`config.mk`:
```
export PLATFORM = sky130hd
export DESIGN_NAME = mac_pe_os_flat
export DESIGN_NICKNAME = d
export VERILOG_FILES = /design/src/rtl/mac_pe_os_if.sv /design/src/rtl/mac_pe_os.sv /design/src/flat_wrapper.sv
export SDC_FILE = /design/constraint.sdc
export NUM_CORES = 1
export LEC_CHECK = 0
export ABC_AREA = 1
export BUFFER_PORTS_ARGS = -buffer_cell sky130_fd_sc_hd__buf_2
export CORE_MARGIN = 2
export CORE_UTILIZATION = 25
export DETAILED_ROUTE_END_ITERATION = 6
export PLACE_DENSITY = 0.41
export REMOVE_ABC_BUFFERS = 1
export SKIP_CTS_REPAIR_TIMING = 1
export SYNTH_ARGS = -nofsm -noshare
export SYNTH_HDL_FRONTEND = slang
export SYNTH_SLANG_ARGS = --single-unit
```
`constraint.sdc`:
```
create_clock -name clk -period 10.1 [get_ports clk]
set_clock_uncertainty 0.05 [all_clocks]
set_input_delay 3.03 -clock clk [delete_from_list [all_inputs] [get_ports clk]]
set_output_delay 3.03 -clock clk [all_outputs]
set_load 0.02 [all_outputs]
```
`src/rtl/mac_pe_os_if.sv`:
```
// Operand/result bundle for one output-stationary MAC processing element.
// The master side (upstream array logic or bench) drives operands; the PE is the slave.
interface mac_pe_os_if #(
  parameter int IN_WORD_SIZE  = 8,
  parameter int OUT_WORD_SIZE = 16,
  parameter int CNT_WORD_SIZE = 8
);
  logic                     in_valid;
  logic                     in_last;
  logic                     signed_mode;
  logic [IN_WORD_SIZE-1:0]  a;
  logic [IN_WORD_SIZE-1:0]  b;
  logic [IN_WORD_SIZE-1:0]  a_fwd;
  logic [IN_WORD_SIZE-1:0]  b_fwd;
  logic                     fwd_valid;
  logic                     fwd_last;
  logic                     fwd_signed;
  logic [OUT_WORD_SIZE-1:0] out;
  logic                     out_valid;
  logic                     overflow;
  logic [CNT_WORD_SIZE-1:0] k_count;

  modport master (
    output in_valid, in_last, signed_mode, a, b,
    input  a_fwd, b_fwd, fwd_valid, fwd_last, fwd_signed,
    input  out, out_valid, overflow, k_count
  );

  modport slave (
    input  in_valid, in_last, signed_mode, a, b,
    output a_fwd, b_fwd, fwd_valid, fwd_last, fwd_signed,
    output out, out_valid, overflow, k_count
  );
endinterface

```
`src/rtl/mac_pe_os.sv`:
```
// Output-stationary MAC PE: forwards operands east/south and accumulates a*b
// over a framed dot-product, emitting one saturated, flagged result per sequence.
module mac_pe_os #(
  parameter int IN_WORD_SIZE  = 8,
  parameter int OUT_WORD_SIZE = 16,
  parameter int ACC_WORD_SIZE = 24,
  parameter int CNT_WORD_SIZE = 8
) (
  input  logic         clk,
  input  logic         clear_n,
  mac_pe_os_if.slave   bus
);
  localparam int PW = 2 * IN_WORD_SIZE;
  localparam logic signed [ACC_WORD_SIZE-1:0] SMAX =
    {{(ACC_WORD_SIZE-OUT_WORD_SIZE+1){1'b0}}, {(OUT_WORD_SIZE-1){1'b1}}};
  localparam logic signed [ACC_WORD_SIZE-1:0] SMIN = ~SMAX;

  typedef enum logic {IDLE, ACCUM} state_t;

  function automatic logic sat_clamped(input logic [ACC_WORD_SIZE-1:0] v, input logic sgn);
    if (sgn) return ($signed(v) > SMAX) || ($signed(v) < SMIN);
    return (v >> OUT_WORD_SIZE) != '0;
  endfunction

  function automatic logic [OUT_WORD_SIZE-1:0] sat_value(input logic [ACC_WORD_SIZE-1:0] v,
                                                         input logic sgn);
    if (sgn) begin
      if ($signed(v) > SMAX) return {1'b0, {(OUT_WORD_SIZE-1){1'b1}}};
      if ($signed(v) < SMIN) return {1'b1, {(OUT_WORD_SIZE-1){1'b0}}};
      return v[OUT_WORD_SIZE-1:0];
    end
    if ((v >> OUT_WORD_SIZE) != '0) return '1;
    return v[OUT_WORD_SIZE-1:0];
  endfunction

  state_t                      state, state_nxt;
  logic                        first_beat;

  logic [IN_WORD_SIZE-1:0]     a_p1, b_p1;
  logic                        vld_p1, last_p1, sgn_p1;
  logic [ACC_WORD_SIZE-1:0]    acc_p1;
  logic [CNT_WORD_SIZE-1:0]    cnt_p1;
  logic                        sticky_p1;
  logic                        mode_p1;
  logic [OUT_WORD_SIZE-1:0]    res_p1;
  logic                        res_ovf_p1;
  logic [CNT_WORD_SIZE-1:0]    res_cnt_p1;
  logic                        res_vld_p1;

  logic                        mode_eff;
  logic signed [PW-1:0]        a_s, b_s, prod_s;
  logic [PW-1:0]               a_u, b_u, prod_u;
  logic [ACC_WORD_SIZE-1:0]    prod_ext;
  logic [ACC_WORD_SIZE:0]      sum;
  logic                        add_ovf;
  logic [ACC_WORD_SIZE-1:0]    acc_nxt;
  logic [CNT_WORD_SIZE-1:0]    cnt_nxt;
  logic                        sticky_nxt;

  // ---- stage p0: product and accumulate (combinational) ----
  always_comb begin
    mode_eff = first_beat ? bus.signed_mode : mode_p1;
    a_s      = PW'($signed(bus.a));
    b_s      = PW'($signed(bus.b));
    a_u      = PW'(bus.a);
    b_u      = PW'(bus.b);
    prod_s   = a_s * b_s;
    prod_u   = a_u * b_u;
    prod_ext = mode_eff ? ACC_WORD_SIZE'(prod_s) : ACC_WORD_SIZE'(prod_u);
    sum      = {1'b0, acc_p1} + {1'b0, prod_ext};
    // Signed overflow: like-signed addends yielding a differently-signed sum.
    add_ovf  = mode_eff ? ((acc_p1[ACC_WORD_SIZE-1] == prod_ext[ACC_WORD_SIZE-1]) &&
                           (sum[ACC_WORD_SIZE-1] != acc_p1[ACC_WORD_SIZE-1]))
                        : sum[ACC_WORD_SIZE];
    acc_nxt    = first_beat ? prod_ext : sum[ACC_WORD_SIZE-1:0];
    cnt_nxt    = first_beat ? CNT_WORD_SIZE'(1) : cnt_p1 + CNT_WORD_SIZE'(1);
    sticky_nxt = first_beat ? 1'b0 : (sticky_p1 | add_ovf);
  end

  always_comb begin
    state_nxt  = state;
    first_beat = bus.in_valid && (state == IDLE);
    if (bus.in_valid) state_nxt = bus.in_last ? IDLE : ACCUM;
  end

  always_ff @(posedge clk) begin
    if (!clear_n) state <= IDLE;
    else          state <= state_nxt;
  end

  // ---- stage p1: forwarding, accumulator and result registers ----
  always_ff @(posedge clk) begin
    if (!clear_n) begin
      a_p1       <= '0;
      b_p1       <= '0;
      vld_p1     <= 1'b0;
      last_p1    <= 1'b0;
      sgn_p1     <= 1'b0;
      acc_p1     <= '0;
      cnt_p1     <= '0;
      sticky_p1  <= 1'b0;
      mode_p1    <= 1'b0;
      res_p1     <= '0;
      res_ovf_p1 <= 1'b0;
      res_cnt_p1 <= '0;
      res_vld_p1 <= 1'b0;
    end else begin
      vld_p1     <= bus.in_valid;
      last_p1    <= bus.in_valid & bus.in_last;
      res_vld_p1 <= bus.in_valid & bus.in_last;
      if (bus.in_valid) begin
        a_p1      <= bus.a;
        b_p1      <= bus.b;
        sgn_p1    <= bus.signed_mode;
        acc_p1    <= acc_nxt;
        cnt_p1    <= cnt_nxt;
        sticky_p1 <= sticky_nxt;
        mode_p1   <= mode_eff;
        if (bus.in_last) begin
          res_p1     <= sat_value(acc_nxt, mode_eff);
          res_ovf_p1 <= sat_clamped(acc_nxt, mode_eff) | sticky_nxt;
          res_cnt_p1 <= cnt_nxt;
        end
      end
    end
  end

  assign bus.a_fwd      = a_p1;
  assign bus.b_fwd      = b_p1;
  assign bus.fwd_valid  = vld_p1;
  assign bus.fwd_last   = last_p1;
  assign bus.fwd_signed = sgn_p1;
  assign bus.out        = res_p1;
  assign bus.out_valid  = res_vld_p1;
  assign bus.overflow   = res_ovf_p1;
  assign bus.k_count    = res_cnt_p1;
endmodule

```
`src/flat_wrapper.sv`:
```
// flat-port wrapper written by rule: the top's interface ports become plain ports
module mac_pe_os_flat 
#(
  parameter int IN_WORD_SIZE  = 8,
  parameter int OUT_WORD_SIZE = 16,
  parameter int ACC_WORD_SIZE = 24,
  parameter int CNT_WORD_SIZE = 8
)
  (clk, clear_n, bus_in_valid, bus_in_last, bus_signed_mode, bus_a, bus_b, bus_a_fwd, bus_b_fwd, bus_fwd_valid, bus_fwd_last, bus_fwd_signed, bus_out, bus_out_valid, bus_overflow, bus_k_count);
  mac_pe_os_if #(.IN_WORD_SIZE(IN_WORD_SIZE), .OUT_WORD_SIZE(OUT_WORD_SIZE), .CNT_WORD_SIZE(CNT_WORD_SIZE)) bus_i ();
  input  logic clk;
  input  logic clear_n;
  input wire logic [$bits(bus_i.in_valid)-1:0] bus_in_valid;
  input wire logic [$bits(bus_i.in_last)-1:0] bus_in_last;
  input wire logic [$bits(bus_i.signed_mode)-1:0] bus_signed_mode;
  input wire logic [$bits(bus_i.a)-1:0] bus_a;
  input wire logic [$bits(bus_i.b)-1:0] bus_b;
  output wire logic [$bits(bus_i.a_fwd)-1:0] bus_a_fwd;
  output wire logic [$bits(bus_i.b_fwd)-1:0] bus_b_fwd;
  output wire logic [$bits(bus_i.fwd_valid)-1:0] bus_fwd_valid;
  output wire logic [$bits(bus_i.fwd_last)-1:0] bus_fwd_last;
  output wire logic [$bits(bus_i.fwd_signed)-1:0] bus_fwd_signed;
  output wire logic [$bits(bus_i.out)-1:0] bus_out;
  output wire logic [$bits(bus_i.out_valid)-1:0] bus_out_valid;
  output wire logic [$bits(bus_i.overflow)-1:0] bus_overflow;
  output wire logic [$bits(bus_i.k_count)-1:0] bus_k_count;
  assign bus_i.in_valid = bus_in_valid;
  assign bus_i.in_last = bus_in_last;
  assign bus_i.signed_mode = bus_signed_mode;
  assign bus_i.a = bus_a;
  assign bus_i.b = bus_b;
  assign bus_a_fwd = bus_i.a_fwd;
  assign bus_b_fwd = bus_i.b_fwd;
  assign bus_fwd_valid = bus_i.fwd_valid;
  assign bus_fwd_last = bus_i.fwd_last;
  assign bus_fwd_signed = bus_i.fwd_signed;
  assign bus_out = bus_i.out;
  assign bus_out_valid = bus_i.out_valid;
  assign bus_overflow = bus_i.overflow;
  assign bus_k_count = bus_i.k_count;
  mac_pe_os #(.IN_WORD_SIZE(IN_WORD_SIZE), .OUT_WORD_SIZE(OUT_WORD_SIZE), .ACC_WORD_SIZE(ACC_WORD_SIZE), .CNT_WORD_SIZE(CNT_WORD_SIZE)) u_core (.clk(clk), .clear_n(clear_n), .bus(bus_i));
endmodule
```
-- Word-level counts from Yosys, hierarchy flattened
Cells that the tools add are included.
- flip-flop bits (word level): 79
- input bits: 21
- output and inout bits: 45
- word-level logic and storage cells: 70
- $add $sub $neg: 2
- multipliers: 2
- order comparisons: 2
- eq/ne operators: 2
- multiplexer cells: 40
- bitwise operators: 4
- reductions and logical operators: 5
- operator list (kind ; count):
    2-to-1 mux 16 bit ; 8
    2-to-1 mux 24 bit ; 2
    multiplier 8 x 8 -> 16 bit ; 2
    2-to-1 mux 1 bit ; 29
    adder 24 x 24 -> 25 bit ; 1
    greater-than comparator 24 x 16 -> 1 bit, second input constant ; 1
    < comparator 24 x 16 -> 1 bit, second input constant ; 1
    nonzero test 24 bit ; 1
    adder 8 x 1 -> 8 bit, second input constant ; 1
    2-to-1 mux 8 bit ; 1
    logical AND 1 bit ; 2
    bitwise OR 1 bit ; 2
    AND reduction 2 bit ; 1
    bitwise AND 1 bit ; 1
    == test 1 bit ; 1
    logical OR 1 bit ; 1
    != test 1 bit ; 1
    NOT 1 bit ; 1

-- Longest topological paths before layout
- depth after elaboration: 23
- depth in mapped cells: 45
- mapped depth without buffers: 43

-- Worst setup path after synthesis
Ideal clock, no wire load.
- path kind: input port to flip-flop
- start: in bus_b[7]
- end: reg u_core.res_p1[10] (netlist: u_core.bus.out[10])
- setup time: 112 ps
- arrival: 8944 ps
- required time: 9938 ps
- slack: 993 ps
- stages on the path: 39
- path buffers: 2
- path through: clkbuf_1 > inv_1 > or2_2 > fa_1 > fa_1 > inv_1 > fa_1 > inv_1 > fa_1 > inv_1 > ha_1 > nand2_1 > inv_1 > nand2_1 > nand2_1 > nand2_1 > nand2_1 > nor2_1 > [3 not listed] > ha_1 > nand2_1 > nor2_1 > and2_1 > nand3_1 > nand3_1 > nand2_1 > nand2_1 > nand2_1 > o21ai_1 > nand2_1 > nor2_4 > nand2_2 > a21oi_4 > buf_6 > nand2_1 > nand2_1 > nand2_1
- longest elaborated chain between the ends: 17
- elaborated cells between the ends (all ways): 31
- classes of those cells: add/sub (1); mul (2); order compare (2); mux (25); reduce/logical (1)
- ends and longest elaborated chain (element ; RTL line ; RTL):
    from (decl) ; flat_wrapper.sv:17 ; input wire logic [$bits(bus_i.b)-1:0] bus_b;
    multiplier 8 x 8 -> 16 bit (on tied branches) ; mac_pe_os.sv:68, mac_pe_os.sv:67 ;
    2-to-1 mux 24 bit (*) ; mac_pe_os.sv:69 ; prod_ext = mode_eff ? ACC_WORD_SIZE'(prod_s) : ACC_WORD_SIZE'(prod_u);
    adder 24 x 24 -> 25 bit ; mac_pe_os.sv:70 ; sum = {1'b0, acc_p1} + {1'b0, prod_ext};
    2-to-1 mux 24 bit (*) ; mac_pe_os.sv:75 ; acc_nxt = first_beat ? prod_ext : sum[ACC_WORD_SIZE-1:0];
    < comparator 24 x 16 -> 1 bit ; mac_pe_os.sv:29 ; if ($signed(v) < SMIN) return {1'b1, {(OUT_WORD_SIZE-1){1'b0}}};
    2-to-1 mux 1 bit (2 in a row) ; mac_pe_os.sv:29 ;
    2-to-1 mux 1 bit ; mac_pe_os.sv:27 ; if (sgn) begin
    2-to-1 mux 1 bit ; mac_pe_os.sv:119 ; if (bus.in_last) begin
    2-to-1 mux 1 bit ; mac_pe_os.sv:111 ; if (bus.in_valid) begin
    2-to-1 mux 1 bit ; mac_pe_os.sv:93 ; if (!clear_n) begin
    2-to-1 mux 16 bit ; mac_pe_os.sv:30 ; return v[OUT_WORD_SIZE-1:0];
    2-to-1 mux 16 bit ; mac_pe_os.sv:29 ;
    2-to-1 mux 16 bit ; mac_pe_os.sv:27 ;
    2-to-1 mux 16 bit ; mac_pe_os.sv:32 ; if ((v >> OUT_WORD_SIZE) != '0) return '1;
    2-to-1 mux 16 bit ; mac_pe_os.sv:33 ; return v[OUT_WORD_SIZE-1:0];
    2-to-1 mux 16 bit (*) ; mac_pe_os.sv:32 ;
    to (signal assigned) ; mac_pe_os.sv:120 ; res_p1 <= sat_value(acc_nxt, mode_eff);
    to (decl) ; mac_pe_os.sv:45 ; logic [OUT_WORD_SIZE-1:0] res_p1;
Every way passes the cells marked *; elsewhere a longest branch is shown, timed or not. The select of a mux whose other input is x is not followed.
A chain may end at the register's enable or synchronous reset.

-- Final worst setup path
- start: in bus_b[7]
- end: reg u_core.res_p1[4] (netlist: u_core.bus.out[4])
The elaborated chain is that of the path after synthesis.

==> results by group <==
Worst setup path
  – CP Data Required Time: 10.33 ns
  – Buf/Inv on CP: 9
  – Largest fanout on the critical path: 15
  – Cells on worst reg2reg path: 25
  – Setup crit start kind: input pin
  – Most frequent CP cell: nand2_1
  – Reg-to-reg startpoint: u_core.state$_SDFFE_PN0P_
  – Slowest cell on crit path: fa_1
  – Reg2Reg Capture Point: u_core.bus.out[4]$_SDFFE_PN0P_
  – Critical path endpoint category: flop
  – Slowest Stage Delay on Critical Path: about 0.54 ns
  – Setup CP Type: input pin to flop
  – Cell family with most CP delay: adder cells
  – Worst reg2reg setup slack: about 5.5 ns
  – WP data arrival: between 9 and 10 ns

Timing
  – RSZ-0062 raised after global routing: no
  – Setup TNS: 0 ns
  – Fin crit share: 0.9327
  – Max Slew Vio Count: 0
  – Rel. slew slack: 0.3309
  – Final setup fails: 0
  – Fmax: ~110 MHz
  – Min Tclk post-route: 9.420 ns
  – Worst-Margin Slew: roughly 1.0 ns
  – Final worst setup slack: around 0.68 ns
  – Final Hold Viols: 0
  – Hold_ws: between 0.3 and 0.4 ns

Drt
  – Residual DRC count: 0
  – Drt pass-1 iters: 5
  – DR WL/cell: around 14 um
  – Iter 0 DRT Violations: 420
  – Number of nets with antenna violations after routing: 0
  – Via count: about 9000
  – Post-Route WL: between 20 and 30 mm
  – Vias per std cell: between 4 and 5

Die
  – Core Box Area: 0.03865 mm2
  – Die area: 0.04068 mm2
  – Starting Density: 0.2528
  – Row count: between 70 and 80
  – Chip height: about 200 um
  – Top Ports: between 60 and 70
  – Die Wd: around 200 um

Global route
  – Global-route layer with the greatest usage: met2
  – Met1 usage: 0.2069
  – Vias in the first global route: about 9000
  – Remaining Overflow, GRT: 0
  – Met2 Usage GRT: 0.2436
  – GR Util met3: 0.01296
  – Global-route wire length before repair: 47.40 mm
  – Total Routing Usage GR: 0.1484
  – Initial antenna violation count: 0
  – Largest net degree at the start of global routing: 60

Logic synthesis
  – Dominant synthesized flop cell: dfxtp_1
  – Most common cell in the netlist: nand2_1
  – Cell type with the largest total area after synthesis: fa_1
  – Ys Warns: 0
  – Post-synth cell types: 37
  – Most frequent cells after synthesis: nand2_1 (447), inv_1 (367), nor2_1 (108)
  – Mean post-synth cell area: ~6.4 um2
  – Seq cells post-synth: 79
  – Cells after Synth: 1533
  – Synth Cell Area: approximately 0.0098 mm2
  – Post-synth EDFFs: 0
  – Largest cells by area after synthesis: fa_1 (18%), nand2_1 (17%), dfxtp_1 (16%), inv_1 (14%), ha_1 (11%)
  – Post-synth top area share: 0.1762
  – Sequential element share of the synthesized area: 0.1619
  – Async set-reset flop share out of synthesis: 0

CTS
  – Clock root buffer: clkbuf_16
  – Longest Clk Path Bufs: 2
  – Latest clock arrival within the worst-skew pair: ~0.38 ns
  – TritonCTS Sinks: slightly below 80
  – Max H-tree Level: 3
  – TritonCTS Buffers: 9
  – CTS tree: done
  – Reg clk slew, reported paths: around 0.07 ns

Final layout
  – Design area: roughly 0.011 mm2
  – Share of layout cells above drive strength 1: 0.07980
  – Fillers: 4392
  – Nets: around 1800
  – Finished Core Util: 0.2836
  – Non-Filler Instances: 2097
  – Area delta synth->final: 12.17%
  – Ant diodes: 0

Placement
  – Dpl hpwl: approximately 23 mm
  – Dpl cells: 2080
  – Port buffer count: 65
  – Pre-CTS setup slack: 0.1997 ns
  – Cell Area, Placed: approximately 0.011 mm2
  – Gpl congestion: roughly 0.85

Pwr
  – Worst VDD drop: between 100 and 150 uV
  – PD cells: roughly 250 mW/mm2
  – Final Power: about 2.8 mW
  – P_leak: 6.322 nW

Worst hold path
  – Worst hold path endpoint: u_core.bus.out[3]$_SDFFE_PN0P_
  – Worst hold path class: flop to flop
  – Worst hold start: u_core.bus.out[3]$_SDFFE_PN0P_
  – Hold depth: 2

Flow run
  – Max-cap violations: 0

Status
  – Status: completed
## power breakdown
part / switching, mW / internal, mW
registers: 0.0222 / 0.350
clock network: 0.170 / 0.197
logic: 1.34 / 0.682
## worst register-to-register path, delay by kind of cell, from the launching register on
kind	cells	cell delay, ns
adder cells (fa/ha/maj)	1	0.43
AO/OA/AOI/OAI	4	1.02
AND/OR/NAND/NOR	14	1.33
buffers and inverters	6	1.32
flip-flops	1	0.35
## cell usage in the layout (no fill, tap or decap), types with 3 or more instances in the layout
cell type,netlist,final
clkbuf_16,0,9
nor2_1,108,108
nand3b_1,3,3
o21ai_0,94,94
o21ai_1,6,6
dfxtp_1,79,79
nand4_1,10,10
nand3_1,64,64
xor2_1,5,5
buf_4,2,11
o21bai_1,3,3
fa_1,86,86
inv_6,0,3
xnor2_1,6,6
nand2_1,447,446
nor2_2,3,3
ha_1,84,84
a21oi_1,69,69
nand2_2,6,7
inv_1,367,367
or2_2,12,12
buf_2,3,65
inv_2,4,4
o211ai_1,8,8
a31oi_1,4,4
## per-layer routing
metal  wire length [um]  part of all wire
met1              14800              0.51
met5                  0                 0
met4                417             0.014
met3                675             0.023
met2              12900              0.45
## cell type report
| cell class | instances | area [um2] | area share |
|---|---|---|---|
| timing repair buffer | 77 | 427.9 | 0.03905 |
| sequential | 79 | 1582 | 0.1443 |
| multi-input combinational | 1036 | 6596 | 0.6019 |
| clock inverter | 7 | 87.58 | 0.007992 |
| tap | 518 | 648.1 | 0.05914 |
| clock buffer | 9 | 225.2 | 0.02055 |
| inverter | 371 | 1393 | 0.1271 |
## registers in the layout, indices dropped and copies added (netlist names), 8 cells and up
name / flops
u_core.cnt_p1: 8
u_core.bus.out: 16
u_core.bus.k_count: 8
u_core.bus.b_fwd: 8
u_core.acc_p1: 24
u_core.bus.a_fwd: 8
## worst max path at each step
stage | start | end | cells past startpoint
4_1_cts | bus_b[6] | u_core.bus.out[14]$_SDFFE_PN0P_ | 37
3_3_place_gp | bus_b[7] | u_core.bus.out[2]$_SDFFE_PN0P_ | 36
3_5_place_dp | bus_b[7] | u_core.bus.out[13]$_SDFFE_PN0P_ | 37
5_1_grt | bus_b[2] | u_core.bus.out[13]$_SDFFE_PN0P_ | 37
6_report | bus_b[7] | u_core.bus.out[4]$_SDFFE_PN0P_ | 37
2_1_floorplan | bus_b[7] | u_core.bus.out[0]$_SDFFE_PN0P_ | 37
## kinds of logic (layout without fill, tap and decap cells)
| family | Yosys count | after routing | share of synthesized area |
|---|---|---|---|
| AOI/OAI and AO/OA | 194 | 194 | 0.1064 |
| xor gates and xnor gates | 11 | 11 | 0.009860 |
| adders and majority gates | 170 | 170 | 0.2838 |
| buffers and inverters | 418 | 464 | 0.1633 |
| DFF | 79 | 79 | 0.1619 |
| and+or+nand+nor | 661 | 661 | 0.2748 |
No activity file was read; power rests on OpenSTA's default activity.
